$ cat config.mk
export PLATFORM = sky130hd
export DESIGN_NAME = pool2x2_stride_collect
export DESIGN_NICKNAME = d
export VERILOG_FILES = /design/src/rtl/pool2x2_stride_collect.sv
export SDC_FILE = /design/constraint.sdc
export NUM_CORES = 1
export LEC_CHECK = 0
export CAP_MARGIN = 10
export CELL_PAD_IN_SITES_DETAIL_PLACEMENT = 0
export CELL_PAD_IN_SITES_GLOBAL_PLACEMENT = 1
export CORE_MARGIN = 1.5
export CORE_UTILIZATION = 35
export CTS_BUF_LIST = sky130_fd_sc_hd__clkbuf_8
export CTS_CLUSTER_SIZE = 8
export DETAILED_ROUTE_END_ITERATION = 12
export HOLD_SLACK_MARGIN = 0.02
export MAX_ROUTING_LAYER = met4
export PLACE_DENSITY_LB_ADDON = 0.1
export SETUP_SLACK_MARGIN = 0.5
export SKIP_CTS_REPAIR_TIMING = 1
export SKIP_LAST_GASP = 1
export SYNTH_ARGS = -nofsm -noshare
export SYNTH_HDL_FRONTEND = slang
export SYNTH_SLANG_ARGS = --single-unit
$ cat constraint.sdc
create_clock -name clk -period 4.7 [get_ports clk]
set_input_delay 0.94 -clock clk [delete_from_list [all_inputs] [get_ports clk]]
set_output_delay 0.94 -clock clk [all_outputs]
set_load 0.02 [all_outputs]
$ cat src/rtl/pool2x2_stride_collect.sv
// ----------------------------------------------------------------------------
// pool2x2_stride_collect
// Eight-channel 2x2/stride-2 signed int4 max-pool over a raster stream of windows.
// Revision: 1.0
// ----------------------------------------------------------------------------
`default_nettype none

module pool2x2_stride_collect #(
  parameter int LEN1 = 16,
  parameter int LEN2 = 14,
  parameter int LEN3 = 28,
  parameter int LEN4 = 56,
  parameter int LEN5 = 112,
  parameter int LEN6 = 224
) (
  input  logic        clk,
  input  logic        rst_n,
  input  logic        start,
  input  logic [2:0]  sel,
  input  logic        in_valid,
  input  logic [15:0] ifm_win2x2_0,
  input  logic [15:0] ifm_win2x2_1,
  input  logic [15:0] ifm_win2x2_2,
  input  logic [15:0] ifm_win2x2_3,
  input  logic [15:0] ifm_win2x2_4,
  input  logic [15:0] ifm_win2x2_5,
  input  logic [15:0] ifm_win2x2_6,
  input  logic [15:0] ifm_win2x2_7,
  output logic [3:0]  pool_out_0,
  output logic [3:0]  pool_out_1,
  output logic [3:0]  pool_out_2,
  output logic [3:0]  pool_out_3,
  output logic [3:0]  pool_out_4,
  output logic [3:0]  pool_out_5,
  output logic [3:0]  pool_out_6,
  output logic [3:0]  pool_out_7,
  output logic        out_valid,
  output logic        frame_done,
  output logic        busy
);

  localparam logic [7:0] c_len1 = 8'(LEN1);
  localparam logic [7:0] c_len2 = 8'(LEN2);
  localparam logic [7:0] c_len3 = 8'(LEN3);
  localparam logic [7:0] c_len4 = 8'(LEN4);
  localparam logic [7:0] c_len5 = 8'(LEN5);
  localparam logic [7:0] c_len6 = 8'(LEN6);

  typedef enum logic [1:0] {
    S_IDLE = 2'd0,
    S_RUN  = 2'd1,
    S_DONE = 2'd2
  } state_t;

  state_t      r_state;
  state_t      w_state_nxt;
  logic [7:0]  r_row;
  logic [7:0]  r_col;
  logic [7:0]  r_w;
  logic [7:0]  w_sel_len;
  logic        w_sel_ok;
  logic        w_launch;
  logic        w_accept;
  logic        w_col_wrap;
  logic        w_last;
  logic        w_pick;
  logic [15:0] w_win [8];
  logic [3:0]  w_max [8];
  logic [3:0]  r_pool [8];
  logic        r_out_valid;

  function automatic logic [3:0] smax(input logic [3:0] a, input logic [3:0] b);
    return ($signed(a) > $signed(b)) ? a : b;
  endfunction

  always_comb begin
    w_sel_len = c_len1;
    case (sel)
      3'd0:    w_sel_len = c_len1;
      3'd1:    w_sel_len = c_len2;
      3'd2:    w_sel_len = c_len3;
      3'd3:    w_sel_len = c_len4;
      3'd4:    w_sel_len = c_len5;
      3'd5:    w_sel_len = c_len6;
      default: w_sel_len = c_len1;
    endcase
  end

  assign w_sel_ok   = (sel <= 3'd5);
  assign w_launch   = (r_state == S_IDLE) && start && w_sel_ok;
  assign w_accept   = (r_state == S_RUN) && in_valid;
  assign w_col_wrap = (r_col == r_w - 8'd1);
  assign w_last     = w_col_wrap && (r_row == r_w - 8'd1);
  // Only windows anchored on odd row and odd column are full, non-overlapping tiles.
  assign w_pick     = w_accept && r_row[0] && r_col[0];

  always_comb begin
    w_state_nxt = r_state;
    case (r_state)
      S_IDLE:  if (w_launch) w_state_nxt = S_RUN;
      S_RUN:   if (w_accept && w_last) w_state_nxt = S_DONE;
      S_DONE:  w_state_nxt = S_IDLE;
      default: w_state_nxt = S_IDLE;
    endcase
  end

  always_ff @(posedge clk or negedge rst_n) begin
    if (!rst_n) begin
      r_state <= S_IDLE;
    end else begin
      r_state <= w_state_nxt;
    end
  end

  always_ff @(posedge clk or negedge rst_n) begin
    if (!rst_n) begin
      r_row <= '0;
      r_col <= '0;
      r_w   <= c_len1;
    end else if (w_launch) begin
      r_row <= '0;
      r_col <= '0;
      r_w   <= w_sel_len;
    end else if (w_accept) begin
      if (w_col_wrap) begin
        r_col <= '0;
        r_row <= r_row + 8'd1;
      end else begin
        r_col <= r_col + 8'd1;
      end
    end
  end

  assign w_win[0] = ifm_win2x2_0;
  assign w_win[1] = ifm_win2x2_1;
  assign w_win[2] = ifm_win2x2_2;
  assign w_win[3] = ifm_win2x2_3;
  assign w_win[4] = ifm_win2x2_4;
  assign w_win[5] = ifm_win2x2_5;
  assign w_win[6] = ifm_win2x2_6;
  assign w_win[7] = ifm_win2x2_7;

  generate
    for (genvar gi = 0; gi < 8; gi++) begin : g_ch
      assign w_max[gi] = smax(smax(w_win[gi][15:12], w_win[gi][11:8]),
                              smax(w_win[gi][7:4],   w_win[gi][3:0]));
    end
  endgenerate

  always_ff @(posedge clk or negedge rst_n) begin
    if (!rst_n) begin
      r_out_valid <= 1'b0;
      for (int i = 0; i < 8; i++) r_pool[i] <= '0;
    end else begin
      r_out_valid <= w_pick;
      if (w_pick) begin
        for (int i = 0; i < 8; i++) r_pool[i] <= w_max[i];
      end
    end
  end

  assign pool_out_0 = r_pool[0];
  assign pool_out_1 = r_pool[1];
  assign pool_out_2 = r_pool[2];
  assign pool_out_3 = r_pool[3];
  assign pool_out_4 = r_pool[4];
  assign pool_out_5 = r_pool[5];
  assign pool_out_6 = r_pool[6];
  assign pool_out_7 = r_pool[7];
  assign out_valid  = r_out_valid;
  assign frame_done = (r_state == S_DONE);
  assign busy       = (r_state == S_RUN);

endmodule

`default_nettype wire

After elaboration in Yosys (flattened, before gate mapping)
Cells that the tools add are included.

Register bits: 59. Word-level logic and storage cells: 98. Bits of input ports: 135. Output and inout bits: 35.

Mux-type cells: 34. Equality and inequality tests: 11. $lt $le $gt $ge: 25. Reductions and logical operators: 12. Add/subtract/negate cells: 3.

Operators by type and width (count): > comparator 4 bit (24); 2-to-1 mux 4 bit (24); 2-to-1 mux 8 bit (6); case mux 8 bit (5 select lines) (1); adder 8 x 1 -> 8 bit (second input constant) (2); equality test 8 bit (2); subtractor 8 x 1 -> 8 bit (second input constant) (1); logical AND 1 bit (7); equality test 3 x 2 -> 1 bit (second input constant) (2); equality test 3 bit (second input constant) (2); 2-to-1 mux 2 bit (2); case mux 2 bit (2 select lines) (1); AND reduction 2 bit (2); nonzero test 2 bit (2); equality test 3 x 1 -> 1 bit (second input constant) (1); less-or-equal comparator 3 bit (second input constant) (1); equality test 2 x 1 -> 1 bit (second input constant) (1); equality test 2 bit (second input constant) (1); zero test 2 bit (1); != test 2 x 1 -> 1 bit (second input constant) (1); != test 2 bit (second input constant) (1).

Depth between registers and ports, before layout
Depth in word-level cells: 6. Gate-level depth with buffers: 16. Mapped depth without buffers: 15.

Least setup slack after synthesis
Ideal clock, no wire load.

Path kind: input to register. Start point: in ifm_win2x2_4[9]. End point: reg r_pool (netlist bit pool_out_4[0]). Library setup time: 0.120 ns. Arrival time: 4.152 ns. Path slack: 0.427 ns. Stages: 16. Cell sequence: inv_1 ha_1 nor2b_1 o21a_1 o311ai_0 o21ai_0 clkbuf_1 nand2_1 o21ai_0 ha_1 nor2b_1 o21ai_0 a32oi_1 a21oi_1 o211ai_1 a31o_2.

Word-level cells in the longest chain between the ends: 4.

Ends and longest elaborated chain: start, declared (line 25) `input logic [15:0] ifm_win2x2_4,`; > comparator 4 bit (line 73) `return ($signed(a) > $signed(b)) ? a : b;`; 2-to-1 mux 4 bit (*) (line 73); > comparator 4 bit (line 73); 2-to-1 mux 4 bit (*) (line 73); end, declared (line 69) `logic [3:0] r_pool [8];`.

Every way passes the cells marked *; elsewhere a longest branch is shown, timed or not. A chain may end at the register's enable or synchronous reset.

Worst setup path after layout
Start point: in ifm_win2x2_6[1]. End point: reg r_pool (netlist bit pool_out_6[1]).

Word-level cells in the longest chain between the ends: 4.

Ends and longest elaborated chain: start, declared (line 27) `input logic [15:0] ifm_win2x2_6,`; > comparator 4 bit (line 73); 2-to-1 mux 4 bit (*) (line 73); > comparator 4 bit (line 73); 2-to-1 mux 4 bit (*) (line 73).

Marked as above.

==> run_results.csv <==
group,metric,value,unit
place,place_inst,1361,
clock_network,cts_sinks,58,
timing,setup_violations,0,
timing,period_share,0.847,
setup_path,worstRegToRegCells,8,
clock_network,h-tree-depth,3,
setup_path,crit_required,4.95,ns
routing,drc,0,
power,power_density,307,nW/um^2
routing,routed_wl,19.3,mm
place,dp_slack,0.173,ns
yosys,ys_async_sr_fraction,1.00,
grt,grtUsageTotal,0.195,
power,p_leak,4.14,nW
grt,grt_pass1_vias,6599,
setup_path,worstPathArrival,4.23,ns
routing,drtAntennaViolNets,0,
layout,drive_above_1_share,0.0594,
run,cap_violations,0,
timing,tns,0,ns
setup_path,r2r_end,"r_state[0]$_DFFE_PN0P_",
floorplanning,rows,51,
setup_path,cpMaxStageDelayCell,"clkdlybuf4s50_1",
yosys,syn-num-nets,1159,
grt,overflow,0,
timing,clock.fmax,251,MHz
clock_network,root_buffer,"clkbuf_8",
timing,timing.final.ws_setup,0.718,ns
yosys,ys_seq_area_frac,0.209,
grt,grt_max_degree,47,
place,place.gp.congestion,0.844,
timing,hold_viol,0,
setup_path,end_kind,"flop",
clock_network,cts_tree,"done",
clock_network,clock_latency,0.36,ns
floorplanning,dieHeight,144,um
routing,met1Wirelength,9.37,mm
power,irDropWorstVdd,0.0970,mV
yosys,synth.avg_cell_area,7.50,sq um
layout,fin_cells,1378,
setup_path,worstSetupPathType,"in -> reg",
timing,worst_pin_slew,0.760,ns
routing,top_layer,"met4",
yosys,yosysTopAreaCellShare,0.206,
layout,final_nets,1341,
clock_network,clockBufferDepth,2,
floorplanning,ioPinCount,170,
yosys,synth-seq-cells,58,
yosys,ys_warn_count,0,
layout,fin_area,9290,sq um
floorplanning,die_area,20700,sq um
yosys,synthCells,925,
yosys,synth_ff_type,"dfrtp_1",
setup_path,startpoint_type,"input port",
yosys,synthDistinctLibCells,50,
place,placedInstanceArea,9050,sq um
yosys,synth_edf_count,0,
yosys,yosys.area.top_type,"dfrtp_1",
timing,drv_slew,0,
floorplanning,fp.dieW,144,um
place,dp_hpwl,15.7,mm
status,status,"finished clean",
setup_path,crit_path_max_incr_delay,0.48,ns
timing,finClkSkew,0.00948,ns
place,io_buffers,169,
routing,met3_length,1.04,mm
clock_network,cts_buffers,9,
clock_network,clk_pin_slew,0.08,ns
floorplanning,coreArea,19500,sq um
routing,wl_met2,8.69,mm
yosys,netlist_area,6940,sq um
floorplanning,initial_core_util,0.356,
yosys,ys_top_cells_by_area,"dfrtp_1, ha_1, o21ai_0",
setup_path,r2r_slack,1.53,ns
setup_path,worstPathMaxFanout,5,
setup_path,r2r-start,"r_w[1]$_DFFE_PN0P_",
layout,area_growth,34.0,%
setup_path,critical_path.cell_chain,"clkdlybuf4s50_1 > inv_1 > ha_1 > nor2b_1 > o21ai_0 > a21oi_1 > a211oi_1 > ha_1 > nor2b_1 > o21ai_0 > a32oi_1 > a21oi_2 > buf_4 > a221oi_1 > o31ai_1",
routing,drt_pass1_iterations,5,
routing,wl_per_cell,14.0,um
grt,grt_pass1_wl,31.5,mm
grt,antenna_found_initial,1,
routing,vias_per_cell,5.19,
timing,slew_headroom,0.493,
timing,period_minus_slack,3.98,ns
worst_hold_path,hp-class,"reg -> reg",
timing,holdWs,0.476,ns
power,power,2.85,mW
layout,finish.utilization,0.478,
routing,vias,7157,
setup_path,crit_end,"pool_out_6[1]$_DFFE_PN0P_",
timing,rsz0062_at_grt,"true",
routing,dr.first_iter.drc_count,280,
setup_path,startpoint,"ifm_win2x2_6[1]",
-- critical path, delay by kind of cell --
kind            cells  cell delay, ns
buf+inv             3            0.70
compound gates      8            1.73
simple gates        2            0.26
fa+ha+maj           2            0.60
-- sequential cells by signal, indices dropped and copies added (netlist names), 4 cells and up --
signal,count
pool_out_1,4
pool_out_5,4
pool_out_2,4
pool_out_7,4
r_row,8
pool_out_0,4
r_w,7
pool_out_4,4
r_col,8
pool_out_6,4
pool_out_3,4
-- cell usage in the layout (no fill, tap or decap), types with 7 or more instances in the layout --
cell type	n
o21ai_0	78
a21o_1	9
a21oi_1	45
a211oi_1	24
nor2b_1	36
o31ai_1	27
ha_1	99
o211ai_1	9
a221oi_1	24
clkdlybuf4s50_1	168
nand3_1	47
nor3b_1	7
xnor2_1	10
nand2_1	77
o21ai_1	7
a31o_2	9
inv_1	79
o21a_1	10
xor2_1	8
a22oi_1	9
a221o_1	8
and2_1	53
o311ai_1	8
dfrtp_1	57
clkbuf_8	9
nor2_1	104
buf_4	27
a32oi_1	8
-- metal layers --
layer / GRT usage / vias to the layer above
met4: 0.0542 / 0
met3: 0.0463 / 14
met1: 0.254 / 3274
met2: 0.301 / 126
met5: - / -
li1: - / 3743
-- cell families after synthesis --
logic type	share of synthesized area
buffers and inverters	0.0597
XOR/XNOR	0.0227
AO/OA/AOI/OAI	0.279
AND/OR/NAND/NOR	0.250
adder cells (fa/ha/maj)	0.179
flip-flops	0.209
-- cells in the mapped netlist, types with 2 or more instances --
| library cell | number |
|---|---|
| or4_4 | 2 |
| clkbuf_1 | 19 |
| xnor2_1 | 10 |
| nor4_1 | 2 |
| nand3_1 | 48 |
| o311ai_0 | 8 |
| o31ai_1 | 27 |
| a211oi_1 | 24 |
| nand2_1 | 77 |
| o2111ai_1 | 2 |
| a21o_1 | 9 |
| or4_1 | 2 |
| a221o_1 | 8 |
| o21ai_0 | 85 |
| buf_2 | 3 |
| a211o_1 | 2 |
| ha_1 | 99 |
| nor3b_1 | 7 |
| or3_1 | 5 |
| xor2_1 | 8 |
| nand4_1 | 2 |
| o22ai_1 | 2 |
| inv_1 | 79 |
| buf_6 | 2 |
| a31o_2 | 9 |
| nor2_1 | 104 |
| and2_1 | 53 |
| o2bb2ai_1 | 2 |
| a32oi_1 | 8 |
| nor2b_1 | 36 |
| o21a_1 | 10 |
| nand2b_1 | 4 |
| nor3_1 | 3 |
| a21oi_1 | 50 |
| dfrtp_1 | 57 |
| a22oi_1 | 9 |
| a221oi_1 | 24 |
| and3_1 | 3 |
| o211ai_1 | 9 |
| a22o_1 | 2 |
-- area by class of cell --
type / count / area (sq um)
Clock inverter: 7 / 101
Clock buffer: 9 / 124
Antenna cell: 1 / 2.50
Sequential cell: 58 / 1450
Inverter: 80 / 300
Multi-Input combinational cell: 762 / 5090
Tap cell: 265 / 332
Fill cell: 2002 / 10200
Timing Repair Buffer: 196 / 1890
-- where the power goes --
group	switching, mW	internal, mW
combinational	0.814	0.768
sequential	0.0997	0.627
clock	0.239	0.303
-- worst min path at each step --
stage                                          from                         to  slack (ns)  cells past startpoint
after global placement    pool_out_2[3]$_DFFE_PN0P_  pool_out_2[3]$_DFFE_PN0P_        0.46                      2
after global routing      pool_out_7[2]$_DFFE_PN0P_  pool_out_7[2]$_DFFE_PN0P_        0.50                      2
after CTS                 pool_out_7[1]$_DFFE_PN0P_  pool_out_7[1]$_DFFE_PN0P_        0.48                      2
final                     pool_out_7[1]$_DFFE_PN0P_  pool_out_7[1]$_DFFE_PN0P_        0.48                      2
after detailed placement  pool_out_7[1]$_DFFE_PN0P_  pool_out_7[1]$_DFFE_PN0P_        0.46                      2
after floorplan                r_col[1]$_DFFE_PN0P_       r_col[1]$_DFFE_PN0P_        0.51                      1
No activity file was read; power rests on OpenSTA's default activity.
